$ cat src/rtl/ram_store_align.sv
// Store alignment: turns one (addr, size, data) store into lane-aligned 64-bit write beats with byte strobes.
// STORE_MISALIGN_SPLIT_EN: when defined, 8-byte-crossing stores become two beats; otherwise they are rejected with store_err.
module ram_store_align (
  input  logic        clk,
  input  logic        rst,
  input  logic        req_valid,
  output logic        req_ready,
  input  logic [63:0] req_addr,
  input  logic [1:0]  req_type,
  input  logic [63:0] req_data,
  output logic        mem_wvalid,
  input  logic        mem_wready,
  output logic [63:0] mem_waddr,
  output logic [63:0] mem_wdata,
  output logic [7:0]  mem_wstrb,
  output logic        store_done,
  output logic        store_err
);

  localparam int unsigned DATA_W = 64;
  localparam int unsigned ADDR_W = 64;
  localparam int unsigned STRB_W = DATA_W / 8;

`ifdef STORE_MISALIGN_SPLIT_EN
  typedef enum logic [1:0] {IDLE = 2'd0, SEND0 = 2'd1, SEND1 = 2'd2} state_e;
`else
  typedef enum logic [1:0] {IDLE = 2'd0, SEND0 = 2'd1} state_e;
`endif

  state_e              state_q;
  logic                wvalid_q;
  logic [ADDR_W-1:0]   waddr_q;
  logic [DATA_W-1:0]   wdata_q;
  logic [STRB_W-1:0]   wstrb_q;
  logic                done_q;

  logic [STRB_W-1:0]   mask_c;
  logic [DATA_W-1:0]   trunc_c;
  logic [5:0]          shamt_c;
  logic [2*STRB_W-1:0] strb_c;
  logic                crossing_c;
  logic [ADDR_W-1:0]   base_c;
  logic [DATA_W-1:0]   lo_data_c;

  // Byte mask of the access size, and request data with bytes above that size zeroed
  always_comb begin
    mask_c = 8'hFF;
    case (req_type)
      2'b00:   mask_c = 8'h01;
      2'b01:   mask_c = 8'h03;
      2'b10:   mask_c = 8'h0F;
      default: mask_c = 8'hFF;
    endcase
    trunc_c = '0;
    for (int i = 0; i < int'(STRB_W); i++) begin
      trunc_c[8*i +: 8] = mask_c[i] ? req_data[8*i +: 8] : 8'h00;
    end
  end

  assign shamt_c    = {req_addr[2:0], 3'b000};
  assign strb_c     = 16'(mask_c) << req_addr[2:0];
  assign crossing_c = |strb_c[15:8];
  assign base_c     = {req_addr[ADDR_W-1:3], 3'b000};

`ifdef STORE_MISALIGN_SPLIT_EN
  logic [2*DATA_W-1:0] shifted_c;
  logic [DATA_W-1:0]   hi_data_c;
  logic [ADDR_W-1:0]   hi_addr_c;
  logic                pend_q;
  logic [ADDR_W-1:0]   hi_waddr_q;
  logic [DATA_W-1:0]   hi_wdata_q;
  logic [STRB_W-1:0]   hi_wstrb_q;

  assign shifted_c = {64'd0, trunc_c} << shamt_c;
  assign lo_data_c = shifted_c[DATA_W-1:0];
  assign hi_data_c = shifted_c[2*DATA_W-1:DATA_W];
  // Wraps modulo 2^64 at the top of the address space
  assign hi_addr_c = {req_addr[ADDR_W-1:3] + 61'd1, 3'b000};
  assign store_err = 1'b0;
`else
  logic err_q;

  assign lo_data_c = trunc_c << shamt_c;
  assign store_err = err_q;
`endif

  // Request acceptance, beat sequencing and completion pulses
  always_ff @(posedge clk) begin
    if (rst) begin
      state_q    <= IDLE;
      wvalid_q   <= 1'b0;
      waddr_q    <= '0;
      wdata_q    <= '0;
      wstrb_q    <= '0;
      done_q     <= 1'b0;
`ifdef STORE_MISALIGN_SPLIT_EN
      pend_q     <= 1'b0;
      hi_waddr_q <= '0;
      hi_wdata_q <= '0;
      hi_wstrb_q <= '0;
`else
      err_q      <= 1'b0;
`endif
    end else begin
      done_q <= 1'b0;
`ifndef STORE_MISALIGN_SPLIT_EN
      err_q  <= 1'b0;
`endif
      case (state_q)
        IDLE: begin
          if (req_valid) begin
`ifdef STORE_MISALIGN_SPLIT_EN
            pend_q     <= crossing_c;
            hi_waddr_q <= hi_addr_c;
            hi_wdata_q <= hi_data_c;
            hi_wstrb_q <= strb_c[15:8];
            wvalid_q   <= 1'b1;
            waddr_q    <= base_c;
            wdata_q    <= lo_data_c;
            wstrb_q    <= strb_c[7:0];
            state_q    <= SEND0;
`else
            if (crossing_c) begin
              err_q <= 1'b1;
            end else begin
              wvalid_q <= 1'b1;
              waddr_q  <= base_c;
              wdata_q  <= lo_data_c;
              wstrb_q  <= strb_c[7:0];
              state_q  <= SEND0;
            end
`endif
          end
        end
        SEND0: begin
          if (mem_wready) begin
`ifdef STORE_MISALIGN_SPLIT_EN
            if (pend_q) begin
              pend_q  <= 1'b0;
              waddr_q <= hi_waddr_q;
              wdata_q <= hi_wdata_q;
              wstrb_q <= hi_wstrb_q;
              state_q <= SEND1;
            end else
`endif
            begin
              wvalid_q <= 1'b0;
              done_q   <= 1'b1;
              state_q  <= IDLE;
            end
          end
        end
`ifdef STORE_MISALIGN_SPLIT_EN
        SEND1: begin
          if (mem_wready) begin
            wvalid_q <= 1'b0;
            done_q   <= 1'b1;
            state_q  <= IDLE;
          end
        end
`endif
        default: state_q <= IDLE;
      endcase
    end
  end

  assign req_ready  = (state_q == IDLE) & ~rst;
  assign mem_wvalid = wvalid_q;
  assign mem_waddr  = waddr_q;
  assign mem_wdata  = wdata_q;
  assign mem_wstrb  = wstrb_q;
  assign store_done = done_q;

endmodule

$ cat config.mk
export PLATFORM = sky130hd
export DESIGN_NAME = ram_store_align
export DESIGN_NICKNAME = d
export VERILOG_FILES = /design/src/rtl/ram_store_align.sv
export SDC_FILE = /design/constraint.sdc
export NUM_CORES = 1
export LEC_CHECK = 0
export BUFFER_PORTS_ARGS = -buffer_cell sky130_fd_sc_hd__buf_2
export CAP_MARGIN = 30
export CORE_ASPECT_RATIO = 1.2
export CORE_MARGIN = 4
export CORE_UTILIZATION = 52
export DETAILED_ROUTE_END_ITERATION = 12
export PLACE_DENSITY = 0.85
export SETUP_SLACK_MARGIN = 0.2
export SLEW_MARGIN = 30
export SYNTH_ARGS = -nofsm -noshare
export SYNTH_HDL_FRONTEND = slang
export SYNTH_SLANG_ARGS = --single-unit
$ cat constraint.sdc
create_clock -name clk -period 4.55 [get_ports clk]
set_input_delay 0.2275 -clock clk [delete_from_list [all_inputs] [get_ports clk]]
set_output_delay 0.2275 -clock clk [all_outputs]
set_load 0.02 [all_outputs]
### Word level (Yosys, flattened, before mapping)

Cells that the tools add are included.

| word-level totals | value |
|---|---|
| ROM bits | 0 |
| latch bits | 0 |
| bits in writable memories | 0 |
| memories kept | 0 |
| input port bits | 134 |
| register bits after elaboration | 138 |

| cells by class | value |
|---|---|
| $add $sub $neg | 0 |
| reductions and logical operators | 9 |
| divide/modulo/power cells | 0 |
| equal/unequal tests | 6 |
| bitwise gates (word level) | 6 |
| shift-type cells | 2 |
| mux-type cells | 19 |
| order comparisons | 0 |
| $mul | 0 |

Operator list:

| operator | number |
|---|---|
| 8-bit 2-to-1 mux | 8 |
| 64-bit by 6-bit left shift with 64-bit output | 1 |
| 8-bit case mux with 3 select lines | 1 |
| 8-bit by 3-bit left shift with 16-bit output | 1 |
| 8-bit OR reduction | 1 |
| 2-bit 2-to-1 mux | 3 |
| 2-bit != test (second input constant) | 3 |
| 3-bit AND reduction | 2 |
| 1-bit 2-to-1 mux | 5 |
| 1-bit NOT | 5 |
| 2-bit by 1-bit == test with 1-bit output (second input constant) | 2 |
| 2-bit logical NOT | 2 |
| 2-bit case mux with 2 select lines | 1 |
| 4-bit AND reduction | 1 |
| 3-bit OR reduction | 1 |
| 2-bit == test (second input constant) | 1 |
| 1-bit case mux with 2 select lines | 1 |
| 2-bit nonzero test | 1 |
| 2-bit OR reduction | 1 |
| 1-bit AND | 1 |

### Depth between registers and ports, before layout

| logic depth | value |
|---|---|
| word-level depth | 7 |
| depth in mapped cells | 9 |

### Worst setup path after synthesis

Ideal clock, no wire load.

| path | value |
|---|---|
| kind | input to register |
| start point | in req_type[1] |
| end point | reg wdata_q[53] (netlist: mem_wdata[53]) |
| arrival | 1.477 ns |
| path slack | 2.957 ns |
| required time | 4.434 ns |
| stages on the path | 8 |
| library setup time | 0.116 ns |
| path buffers | 3 |
| path through | buf_4 -> or2_1 -> buf_2 -> buf_6 -> a32oi_1 -> and3_1 -> nor4_1 -> a31o_2 |

| between the ends | value |
|---|---|
| cells in the longest elaborated chain, start to end | 6 |
| elaborated cells between the ends (all ways) | 16 |

RTL lines:

| element | RTL line | RTL |
|---|---|---|
| start: declaration | 9 | `input logic [1:0] req_type,` |
| 2-bit == test (tied with other cells) | 48 | `case (req_type)` |
| 8-bit case mux with 3 select lines (*) | 48 |  |
| 8-bit by 3-bit left shift with 16-bit output | 61 | `assign strb_c = 16'(mask_c) << req_addr[2:0];` |
| 8-bit OR reduction | 62 | `assign crossing_c = \|strb_c[15:8];` |
| 1-bit NOT (no line) | - |  |
| 3-bit AND reduction (no line) | - |  |
| end signal: assignment | 128 | `wdata_q <= lo_data_c;` |
| end: declaration | 33 | `logic [DATA_W-1:0] wdata_q;` |

Mark *: on every way between the ends. The rest lies on a longest branch, timed or not.
A chain may end at the register's enable or synchronous reset.

### Worst setup path after layout

| path | value |
|---|---|
| start point | in req_addr[0] |
| end point | reg wdata_q[54] (netlist: mem_wdata[54]) |

| between the ends | value |
|---|---|
| cells in the longest elaborated chain, start to end | 4 |
| elaborated cells between the ends (all ways) | 5 |

RTL lines:

| element | RTL line | RTL |
|---|---|---|
| start: declaration | 8 | `input logic [63:0] req_addr,` |
| 8-bit by 3-bit left shift with 16-bit output | 61 |  |
| 8-bit OR reduction | 62 |  |
| 1-bit NOT (no line) | - |  |
| 3-bit AND reduction (no line) | - |  |

Parallel ways exist; a longest one is shown, timed or not.

==> impl_metrics.tcl <==
set metrics [dict create \
    floorplan.die.width_um 110 \
    worstHoldStart "req_addr[42]" \
    clk_pin_slew_worst_paths_ns 0.06 \
    clock_tree.buffer_depth 2 \
    synthDistinctLibCells 44 \
    cp_slowest_cell "nor2b_1" \
    ys_ff_latch 136 \
    placed_cells_incl_taps 1176 \
    fillCellCount 1083 \
    asyncSetResetFlopFracSynth_pct 0 \
    final_layout_size_suffix_gt1_share_pct 32.8 \
    timing.setup.critical_path_class "in2reg" \
    ys_top_cells_by_count "208 x nand2_1, 136 x dfxtp_1, 115 x a21oi_1" \
    timing.max_slew.rel_slack_pct 41.3 \
    fin_setup_tns_ns 0 \
    die_h_um 130 \
    worst_ep_arrival_time_ns 2.80 \
    setup_skew_ns 0.00666 \
    ant_nets 0 \
    final-instance-count-excl-fill 1210 \
    wl_per_cell_um 17.6 \
    leak_uw 0.00370 \
    cts_tree "built" \
    endpoint_kind "flop" \
    report.final.hold_viol_count 0 \
    half_perimeter_wire_length_of_the_detailed_placement_result_mm 15.5 \
    report.power.total_uw 3170 \
    yosysTopAreaCellShare_pct 42.1 \
    num-nets-final 1170 \
    place.port_buffers 270 \
    syn_area_mm2 0.00646 \
    detail_route.vias_per_cell 5.71 \
    ctsHoldBuffers 0 \
    numCtsBuffers 17 \
    post-cts-setup-buffer-count 0 \
    final_min_period_over_clock_period_pct 53.9 \
    n_antenna_cell 0 \
    drt_first_iter_violations 768 \
    holdCritPathClass "in2reg" \
    syn2layout_area_growth_pct 27.9 \
    regToRegEndpoint "mem_wdata[54]" \
    firstDrtPassIters 7 \
    crit_path_max_incr_delay_ns 0.62 \
    cts_sinks 136 \
    top_level_ports 274 \
    route.detailed.drc 0 \
    global_route_wire_length_before_repair_mm 31.6 \
    insertion_delay_ns 0.40 \
    post_cts_resized 0 \
    sequential_cell_area_mm2 0.00272 \
    cts_htree_levels 4 \
    multi_input_comb_area_mm2 0.00332 \
    num_rows 44 \
    floorplan.initialDensity_pct 53.4 \
    worstRegToRegCells 5 \
    critical_path.startpoint_type "primary input" \
    ys.flop_type "dfxtp_1" \
    syn-mean-instance-area_um2 7.90 \
    worstPathRequired_ns 4.90 \
    yosysWarnings 0 \
    status "complete, no violations" \
    reg2reg_slack_ns 2.45 \
    report.final.slew_viol_count 0 \
    synth.top_cells.by_area "dfxtp_1 42%, nand2_1 12%, a21oi_1 8.9%" \
    most_common_cell_in_the_synthesized_netlist "nand2_1" \
    ctsRootBufferMaster "clkbuf_16" \
    grt_max_degree 107 \
    worstMarginPinSlew_ns 0.881 \
    synth_edf_count 0 \
    layout_min_cycle_time_ns 2.45 \
    grt_antenna_before_repair 0 \
    fraction_of_the_yosys_area_taken_by_sequential_cells_pct 42.1 \
    worst_r2r_startpoint "mem_wvalid" \
    dieArea_mm2 0.0143 \
    setup_viol_count_final 0 \
    worstHoldEndpoint "mem_waddr[42]" \
    place_congestion 0.974 \
    cp_num_buf_inv 3 \
    cp_max_fo 39 \
    total_routing_usage_gr_pct 28.2 \
    core_area_mm2 0.0121 \
    crit_path_cell_trace "buf_2 > buf_12 > buf_4 > nor2b_1 > a32oi_1 > and3_1 > nor4_1 > a31o_2" \
    power.density_cell_area_mw_per_mm2 383 \
    max_cap_viol_count 0 \
    hold_depth 3 \
    cpLargestDelayFamily "simple AND/OR/NAND/NOR gates" \
    synthDominantAreaCellType "dfxtp_1" \
    routed_wl_mm 21.3 \
    grt_setup_unrepaired "no" \
    ir_drop_mv 0.191 \
    achievable-frequency_ghz 0.407 \
    count_of_vias_placed_by_the_detailed_router 6909 \
    synth_cells 818 \
    via_count_of_the_first_global_routing_pass 6141 \
    grt-ovfl-total 0 \
]
[cells by family after synthesis]
kind of cell           after synthesis  synth area share, %
AOI/OAI and AO/OA                  241                 24.5
DFF                                136                 42.1
muxes                               32                 5.27
buffers and inverters               84                 6.64
and+or+nand+nor                    324                 21.4
other                                1               0.0580
[worst max path at each step]
stage	from	to	slack, ns	depth (start not counted)
after global routing	req_addr[0]	mem_wdata[54]	1.98	8
after floorplan	req_type[1]	mem_wdata[53]	2.96	8
after detailed placement	req_addr[0]	mem_wdata[52]	1.63	7
after CTS	req_addr[0]	mem_wdata[54]	1.92	7
final	req_addr[0]	mem_wdata[54]	2.10	8
after global placement	req_addr[0]	mem_wdata[55]	1.68	7
[stage by stage]
stage               hold slack [ns]  utilization (%)  instance area, um^2  setup slack [ns]
floorplan                     0.364                -                 6470              2.96
global placement              0.436             63.1                 7650              1.68
detailed placement            0.440             63.3                 7670              1.63
CTS                          0.0461             67.9                 8230              1.92
global route                 0.0454             68.2                 8270              1.98
finish                       0.0566             68.2                 8270              2.10
[routing by layer]
metal  wire length [um]  track usage (%)  vias to the layer above  part of all wire [%]
met2              10400             48.1                      429                    49
met5                  0                0                        -                     0
met3               2110             6.48                       68                   9.9
li1                   -                -                     3317                     -
met4                794             11.9                        0                   3.7
met1               7950             33.9                     3095                    37
[final cells by class]
type / count / area share, %
Tap cell: 161 / 2.44
Clock inverter: 13 / 1.48
Inverter: 4 / 0.182
Sequential cell: 136 / 32.9
Timing Repair Buffer: 277 / 17.5
Multi-Input combinational cell: 600 / 40.2
Clock buffer: 19 / 5.24
[state kept, by name, indices dropped and copies added (netlist names)]
name and flops:
mem_waddr 61, mem_wvalid 1, mem_wdata 64, store_err 1, mem_wstrb 8, store_done 1
[cells in the final DEF, fill, tap and decap left out, types with 9 or more instances in the layout]
master / synthesis / layout
mux2_2: 16 / 16
o21ai_0: 9 / 9
a211oi_1: 11 / 11
a22oi_1: 19 / 19
dfxtp_1: 136 / 136
nor2_1: 48 / 48
nor3_1: 11 / 11
nor2b_1: 13 / 13
buf_2: 34 / 269
and3_1: 11 / 10
or3_1: 11 / 11
mux2i_1: 16 / 16
nand2_1: 208 / 208
a21oi_1: 115 / 115
o211ai_1: 9 / 9
clkbuf_16: 0 / 17
[tightest hold or removal path, stage by stage]
cell and delay [ns]:
buf_2 0.09, nand2_1 0.04, a21oi_1 0.05
[power by group]
part	total (uW)	leakage (uW)	internal, uW	switching, uW
logic	596	0.00233	212	385
clock network	1280	0.000260	757	524
registers	1290	0.00111	1260	32.3
total	3170	0.00370	2230	941
No activity file was read; power rests on OpenSTA's default activity.
